File: config.mk
export PLATFORM = sky130hd
export DESIGN_NAME = fetch_ctrl
export DESIGN_NICKNAME = d
export VERILOG_FILES = /design/src/rtl/fetch_pkg.sv /design/src/rtl/fetch_queue.sv /design/src/rtl/fetch_ctrl.sv
export SDC_FILE = /design/constraint.sdc
export NUM_CORES = 1
export LEC_CHECK = 0
export CAP_MARGIN = 20
export CORE_MARGIN = 1.5
export CORE_UTILIZATION = 55
export CTS_CLUSTER_DIAMETER = 60
export DETAILED_ROUTE_END_ITERATION = 6
export PLACE_DENSITY_LB_ADDON = 0.25
export SETUP_SLACK_MARGIN = 0.05
export SLEW_MARGIN = 40
export SYNTH_ARGS = -nofsm -noshare
export SYNTH_HDL_FRONTEND = slang
export SYNTH_HIERARCHICAL = 1
export SYNTH_SLANG_ARGS = --single-unit
File: constraint.sdc
create_clock -name clk -period 3.9 [get_ports clk]
set_clock_uncertainty 0.05 [all_clocks]
set_input_delay 0.39 -clock clk [delete_from_list [all_inputs] [get_ports clk]]
set_output_delay 0.39 -clock clk [all_outputs]
set_load 0.02 [all_outputs]
File: src/rtl/fetch_pkg.sv
// Shared types and constants for the instruction-fetch front end.
package fetch_pkg;

  typedef enum logic [1:0] {
    FETCH = 2'd0,
    WAIT  = 2'd1,
    KILL  = 2'd2,
    HOLD  = 2'd3
  } fetch_state_t;

  localparam int unsigned INST_BYTES = 4;
  localparam logic [31:0] DEF_RESET_PC = 32'h0000_0000;

endpackage

File: src/rtl/fetch_queue.sv
// Small FIFO of fetched {pc, instruction} pairs feeding decode.
// Flush empties it in one cycle; head is read from the storage registers.
module fetch_queue #(
  parameter int unsigned LEN   = 32,
  parameter int unsigned DEPTH = 4,
  localparam int unsigned AW   = $clog2(DEPTH),
  localparam int unsigned CW   = $clog2(DEPTH) + 1
) (
  input  logic           clk,
  input  logic           rst_n,
  input  logic           push,
  input  logic [LEN-1:0] push_pc,
  input  logic [31:0]    push_data,
  input  logic           pop,
  input  logic           flush,
  output logic [LEN-1:0] head_pc,
  output logic [31:0]    head_data,
  output logic [CW-1:0]  count,
  output logic           empty,
  output logic           full
);

  logic [LEN-1:0] pc_q   [DEPTH];
  logic [31:0]    data_q [DEPTH];
  logic [AW-1:0]  wr_ptr;
  logic [AW-1:0]  rd_ptr;
  logic           do_push;
  logic           do_pop;

  assign empty   = (count == '0);
  assign full    = (count == CW'(DEPTH));
  assign do_pop  = pop & ~empty;
  assign do_push = push & (~full | do_pop);

  assign head_pc   = pc_q[rd_ptr];
  assign head_data = data_q[rd_ptr];

  always_ff @(posedge clk or negedge rst_n) begin
    if (!rst_n) begin
      wr_ptr <= '0;
      rd_ptr <= '0;
      count  <= '0;
      for (int i = 0; i < DEPTH; i++) begin
        pc_q[i]   <= '0;
        data_q[i] <= '0;
      end
    end else if (flush) begin
      wr_ptr <= '0;
      rd_ptr <= '0;
      count  <= '0;
    end else begin
      if (do_push) begin
        pc_q[wr_ptr]   <= push_pc;
        data_q[wr_ptr] <= push_data;
        wr_ptr         <= wr_ptr + AW'(1);
      end
      if (do_pop) begin
        rd_ptr <= rd_ptr + AW'(1);
      end
      unique case ({do_push, do_pop})
        2'b10:   count <= count + CW'(1);
        2'b01:   count <= count - CW'(1);
        default: count <= count;
      endcase
    end
  end

endmodule

File: src/rtl/fetch_ctrl.sv
// Fetch sequencer: owns the fetch PC, issues one request at a time,
// buffers responses for decode and handles redirects/flushes.
module fetch_ctrl
  import fetch_pkg::*;
#(
  parameter int unsigned    LEN      = 32,
  parameter int unsigned    QDEPTH   = 4,
  parameter logic [LEN-1:0] RESET_PC = LEN'(DEF_RESET_PC)
) (
  input  logic           clk,
  input  logic           rst_n,
  input  logic           rdy_in,
  output logic           mem_req_valid,
  output logic [LEN-1:0] mem_req_addr,
  input  logic           mem_req_ready,
  input  logic           mem_resp_valid,
  input  logic [31:0]    mem_resp_data,
  input  logic           redirect_valid,
  input  logic [LEN-1:0] redirect_pc,
  output logic           inst_valid,
  output logic [31:0]    inst_data,
  output logic [LEN-1:0] inst_pc,
  input  logic           inst_ready,
  output logic           busy
);

  localparam int unsigned CW = $clog2(QDEPTH) + 1;

  fetch_state_t   state;
  fetch_state_t   state_n;
  logic [LEN-1:0] fetch_pc;
  logic [LEN-1:0] fetch_pc_n;
  logic [LEN-1:0] pending_pc;
  logic [LEN-1:0] pending_pc_n;

  logic           redir;
  logic           req_fire;
  logic           resp_acc;
  logic           pop;
  logic           push;
  logic           flush;
  logic           outstanding;
  logic [CW-1:0]  count;
  logic           empty;
  logic           full;
  logic           unused_ok;

  assign outstanding   = (state == WAIT) | (state == KILL);
  assign mem_req_valid = (state == FETCH);
  assign mem_req_addr  = fetch_pc;
  assign busy          = outstanding;
  assign inst_valid    = ~empty;

  assign redir    = redirect_valid & rdy_in;
  assign req_fire = mem_req_valid & mem_req_ready & rdy_in;
  assign resp_acc = mem_resp_valid & rdy_in;
  // A redirect kills any same-cycle pop along with the queue contents
  assign pop      = inst_valid & inst_ready & rdy_in & ~redirect_valid;
  assign push     = (state == WAIT) & resp_acc & ~redirect_valid;
  assign flush    = redir;

  assign unused_ok = ^{redirect_pc[1:0], full};

  always_comb begin
    state_n      = state;
    fetch_pc_n   = fetch_pc;
    pending_pc_n = pending_pc;
    if (redir) begin
      fetch_pc_n = {redirect_pc[LEN-1:2], 2'b00};
      if (req_fire) begin
        state_n = KILL;
      end else if (outstanding & ~resp_acc) begin
        state_n = KILL;
      end else begin
        state_n = FETCH;
      end
    end else if (rdy_in) begin
      unique case (state)
        FETCH: begin
          if (req_fire) begin
            pending_pc_n = fetch_pc;
            fetch_pc_n   = fetch_pc + LEN'(INST_BYTES);
            state_n      = WAIT;
          end
        end
        WAIT: begin
          if (resp_acc) begin
            if (pop | (count + CW'(1) < CW'(QDEPTH))) begin
              state_n = FETCH;
            end else begin
              state_n = HOLD;
            end
          end
        end
        KILL: begin
          if (resp_acc) begin
            state_n = FETCH;
          end
        end
        HOLD: begin
          if (pop) begin
            state_n = FETCH;
          end
        end
        default: state_n = FETCH;
      endcase
    end
  end

  always_ff @(posedge clk or negedge rst_n) begin
    if (!rst_n) begin
      state      <= FETCH;
      fetch_pc   <= RESET_PC;
      pending_pc <= '0;
    end else begin
      state      <= state_n;
      fetch_pc   <= fetch_pc_n;
      pending_pc <= pending_pc_n;
    end
  end

  fetch_queue #(
    .LEN   (LEN),
    .DEPTH (QDEPTH)
  ) u_queue (
    .clk       (clk),
    .rst_n     (rst_n),
    .push      (push),
    .push_pc   (pending_pc),
    .push_data (mem_resp_data),
    .pop       (pop),
    .flush     (flush),
    .head_pc   (inst_pc),
    .head_data (inst_data),
    .count     (count),
    .empty     (empty),
    .full      (full)
  );

endmodule

Word level (Yosys, flattened, before mapping)
Index checks and enable logic that the tools add are counted.

storage, ports and cells
  flip-flop bits (word level) = 329
  input bits = 71

operators by class
  $add $sub $neg = 5
  $lt $le $gt $ge = 4
  eq/ne operators = 10
  multiplexer cells = 30
  bitwise logic cells = 22
  reduce and logical (&&, ||, !) cells = 13

operators by type and width
  kind                                                         count
  two-way mux 32 bit                                           9
  bitwise mux 128 bit                                          2
  binary-select mux 32 bit (select 2 bit)                      2
  demux 32 bit (select 2 bit)                                  1
  adder 32 x 3 -> 32 bit (second input constant)               1
  two-way mux 2 bit                                            13
  AND 1 bit                                                    12
  nonzero test 2 bit                                           5
  != test 3 bit (second input constant)                        3
  one-hot mux 2 bit (4 select lines)                           1
  == test 2 bit (second input constant)                        3
  greater-or-equal comparator 3 bit (second input constant)    2
  inverter 2 -> 3 bit                                          2
  one-hot mux 3 bit (2 select lines)                           1
  inverter 1 bit                                               5
  AND reduction 5 bit                                          1
  adder 2 x 1 -> 2 bit (second input constant)                 2
  == test 2 x 1 -> 1 bit (second input constant)               2
  AND reduction 4 bit                                          1
  adder 3 x 1 -> 3 bit (second input constant)                 1
  == test 3 bit (second input constant)                        1
  zero test 3 bit                                              1
  less-than comparator 3 x 1 -> 1 bit (second input constant)  1
  less-than comparator 3 bit (second input constant)           1
  other kinds (9)                                              11

Logic depth before layout (Yosys ltp)
  depth in word-level cells = 11
  mapped depth = 11
  depth with buffers taken out = 10

Cells and area by module
The synthesis kept the hierarchy.

modules (own cells, without submodules)
  module       times used  cells each  area an instance (µm²)  sequential area each (µm²)
  fetch_queue  1           680         12520.8                 6581.3
  fetch_ctrl   1           286         3124.2                  1551.5

Worst setup path after synthesis
Ideal clock, no wire load.

  kind = register -> register
  from = reg u_queue.count[1]
  to = reg u_queue.count[2]
  library setup time = 0.085 ns
  arrival = 2.573 ns
  setup slack = 1.192 ns
  stages on the path, launching flop included = 11
  path buffers = 2
  path through = dfrtp_1 clkbuf_1 nor3_1 nand2b_1 nor2_1 clkbuf_1 nand2b_1 nor2_1 fa_1 or4_1 a31oi_1

on the way
  longest elaborated chain between the ends = 11
  elaborated cells between the ends (all ways) = 17
  classes of those cells = 2 x add/sub; 3 x eq/ne; 2 x mux; 8 x bitwise; 2 x reduce/logical

RTL lines
  what                                                     line               text
  start: declaration                                       fetch_queue.sv:18  output logic [CW-1:0] count,
  start signal: assignment                                 fetch_queue.sv:61  2'b10: count <= count + CW'(1);
  start signal: assignment                                 fetch_queue.sv:62  2'b01: count <= count - CW'(1);
  start signal: assignment                                 fetch_queue.sv:63  default: count <= count;
  zero test 3 bit (*)                                      fetch_queue.sv:30  assign empty = (count == '0);
  via empty                                                fetch_ctrl.sv:44   logic empty;
  inverter 1 bit (*)                                       fetch_ctrl.sv:52   assign inst_valid = ~empty;
  AND 1 bit (*) (3 in series)                              fetch_ctrl.sv:58   assign pop = inst_valid & inst_ready & rdy_in & ~redirect_valid;
  via pop                                                  fetch_ctrl.sv:39   logic pop;
  AND 1 bit (*)                                            fetch_queue.sv:32  assign do_pop = pop & ~empty;
  bitwise OR 1 bit                                         fetch_queue.sv:33  assign do_push = push & (~full | do_pop);
  AND 1 bit                                                fetch_queue.sv:33
  == test 2 x 1 -> 1 bit or == test 2 bit (tied branches)  fetch_queue.sv:60  unique case ({do_push, do_pop})
  one-hot mux 3 bit (2 select lines)                       fetch_queue.sv:60
  two-way mux 3 bit                                        fetch_queue.sv:47  end else if (flush) begin

Mark *: on every way through the listed nets, which the timed path passes. The rest lies on a longest branch.
A chain may end at the register's enable or synchronous reset.

Worst setup path in the final report
  from = reg u_queue.rd_ptr[0]
  to = out inst_pc[26]

on the way
  longest elaborated chain between the ends = 4

RTL lines
  what                                                    line               text
  start: declaration                                      fetch_queue.sv:26  logic [AW-1:0] rd_ptr;
  start signal: assignment                                fetch_queue.sv:58  rd_ptr <= rd_ptr + AW'(1);
  inverter 2 -> 3 bit (not written as such)               fetch_queue.sv:35  assign head_pc = pc_q[rd_ptr];
  binary-select mux 32 bit (select 2 bit)                 fetch_queue.sv:35
  two-way mux 32 bit (not written as such) (2 in series)  fetch_queue.sv:35
  end: declaration                                        fetch_ctrl.sv:22   output logic [LEN-1:0] inst_pc,

No other way between the ends. The select of a mux whose other input is x is not followed.

==> metrics.yaml <==
outcome: "finished clean"
core_sq_um: 27900
powerDensity_nw_per_um2: 578
critPathCaptureType: "output port"
fin_crit_ps: 3160
required_ps: 3460
cts.path.max_buffers: 3
boundaryPins: 170
htree_num_levels: 2
regArea_sq_um: 8140
vias: 8799
leakage_nw: 8.96
post_cts_buffers: 0
start_util: 0.561
cts_buffers: 36
clk_transition_reported_paths_ps: 60
nFillCells: 1929
antenna_cells: 0
finalHoldViolCount: 0
finalSetupTns_ps: 0
dieArea_sq_um: 29500
max-cap-violations: 0
rsz0062_at_grt: "false"
yosysWarnings: 6
final_cell_count_no_fill: 1550
dp_cells: 1483
first_pass_iters: 6
viasPerCell: 5.68
fin_util: 0.672
p_total_mw: 10.8
syn_area_sq_um: 15600
ir_drop_v: 0.000353
io_buffers: 165
path_max_fanout: 15
rows: 61
dp_hpwl_mm: 20.1
grt_pass1_vias: 9350
wl_mm: 32.0
die_w_um: 172
ant_nets: 0
grt_max_degree: 94
drc: 0
area_growth_pct: 19.7
drive_gt1_frac: 0.364
antenna_found_initial: 0
drv_slew: 0
grtUsageTotal: 0.225
setup-violations-final: 0
synthCells: 965
multi_input_area_sq_um: 6880
grt_pass1_wl_mm: 51.5
rrSetupSlack_ps: 860
hp-class: "input port to flop"
clockRootBuffer: "clkbuf_16"
arrival_ps: 2720
slew_headroom: 0.519
overflow: 0
clock_latency_ps: 520
cts.sinks: 325
fin_crit_sh: 0.811
gp_congestion: 0.796
crit_type: "flop to output port"
wl_per_cell_um: 20.7
die_y_um: 172
final_nets: 1226
start_kind: "flop"
tightest_slew_ps: 721
synth.avg_cell_area_sq_um: 16.2
first_iter_violations: 391
fmax_mhz: 316
cts_tree: "yes"
-- worst max-delay path, cell delays in order, from the launching register on --
cell	delay, ps
dfrtp_4	620
buf_4	380
mux4_2	560
clkdlybuf4s50_1	610
-- cell usage in the layout, fill, tap and decap left out, drive strengths merged, types with 6 or more instances in the layout --
master         count
a21oi              6
and3               9
and4               7
buf               27
clkbuf            50
clkdlybuf4s50    164
clkinv            10
conb              10
dfrtp            325
ha                10
inv               13
mux2             286
mux4              64
nand2             41
nand3             20
nand4              6
nor2              12
o21ai             34
xnor2             15
xor2              19
-- stage by stage --
step | cell area (sq um) | setup slack, ps | hold slack [ps]
after detailed placement | 17500 | 740 | 414
after CTS | 18700 | 674 | 348
after global routing | 18700 | 617 | 364
after global placement | 17500 | 790 | 403
final | 18700 | 737 | 361
after floorplan | 15700 | 1190 | 44.4
-- cell type report --
type | instances | share of cell area
Sequential cell | 325 | 0.435
Multi-Input combinational cell | 579 | 0.367
Timing Repair Buffer | 192 | 0.107
Clock buffer | 50 | 0.0553
Tap cell | 378 | 0.0253
Clock inverter | 16 | 0.00769
Inverter | 10 | 0.00201
-- state kept, by name, indices dropped and copies added (netlist names) --
name	flops
mem_req_addr	30
u_queue/rd_ptr	2
pending_pc	30
u_queue/wr_ptr	2
u_queue/data_q	128
u_queue/pc_q	128
u_queue/count	3
state	2
-- routing by layer --
metal	vias up	share of wire	GRT usage
met5	-	0	0
met4	0	0.015	0.0538
met3	38	0.052	0.0359
met2	237	0.47	0.355
met1	4646	0.46	0.328
li1	3878	-	-
-- power breakdown --
group          total, mW  leakage [nW]  switching [mW]  internal (mW)
logic               2.87          4.02            1.17           1.70
clock network       3.35         0.588            1.35           2.00
registers           4.59          4.35           0.572           4.02
total               10.8          8.96            3.10           7.72
-- repair_timing --
| item | CTS | global route |
|---|---|---|
| setup endpoints to repair | 0 | 0 |
| resized for setup | 0 | 0 |
| hold buffers | 1 | 0 |
| hold endpoints to repair | 88 | 0 |
-- final timing paths --
kind                                       endpoint  cells past startpoint              start
worst max-delay path                    inst_pc[26]                      3  u_queue/rd_ptr[0]
worst min-delay path               mem_req_addr[25]                      3    redirect_pc[25]
worst max register to register   u_queue/data_q[31]                      8   u_queue/count[1]
worst min register to register     u_queue/pc_q[73]                      1   u_queue/pc_q[73]
max in group asynchronous        u_queue/data_q[38]                      3              rst_n
min in group asynchronous       u_queue/data_q[123]                      2              rst_n
No activity file was read; power rests on OpenSTA's default activity.
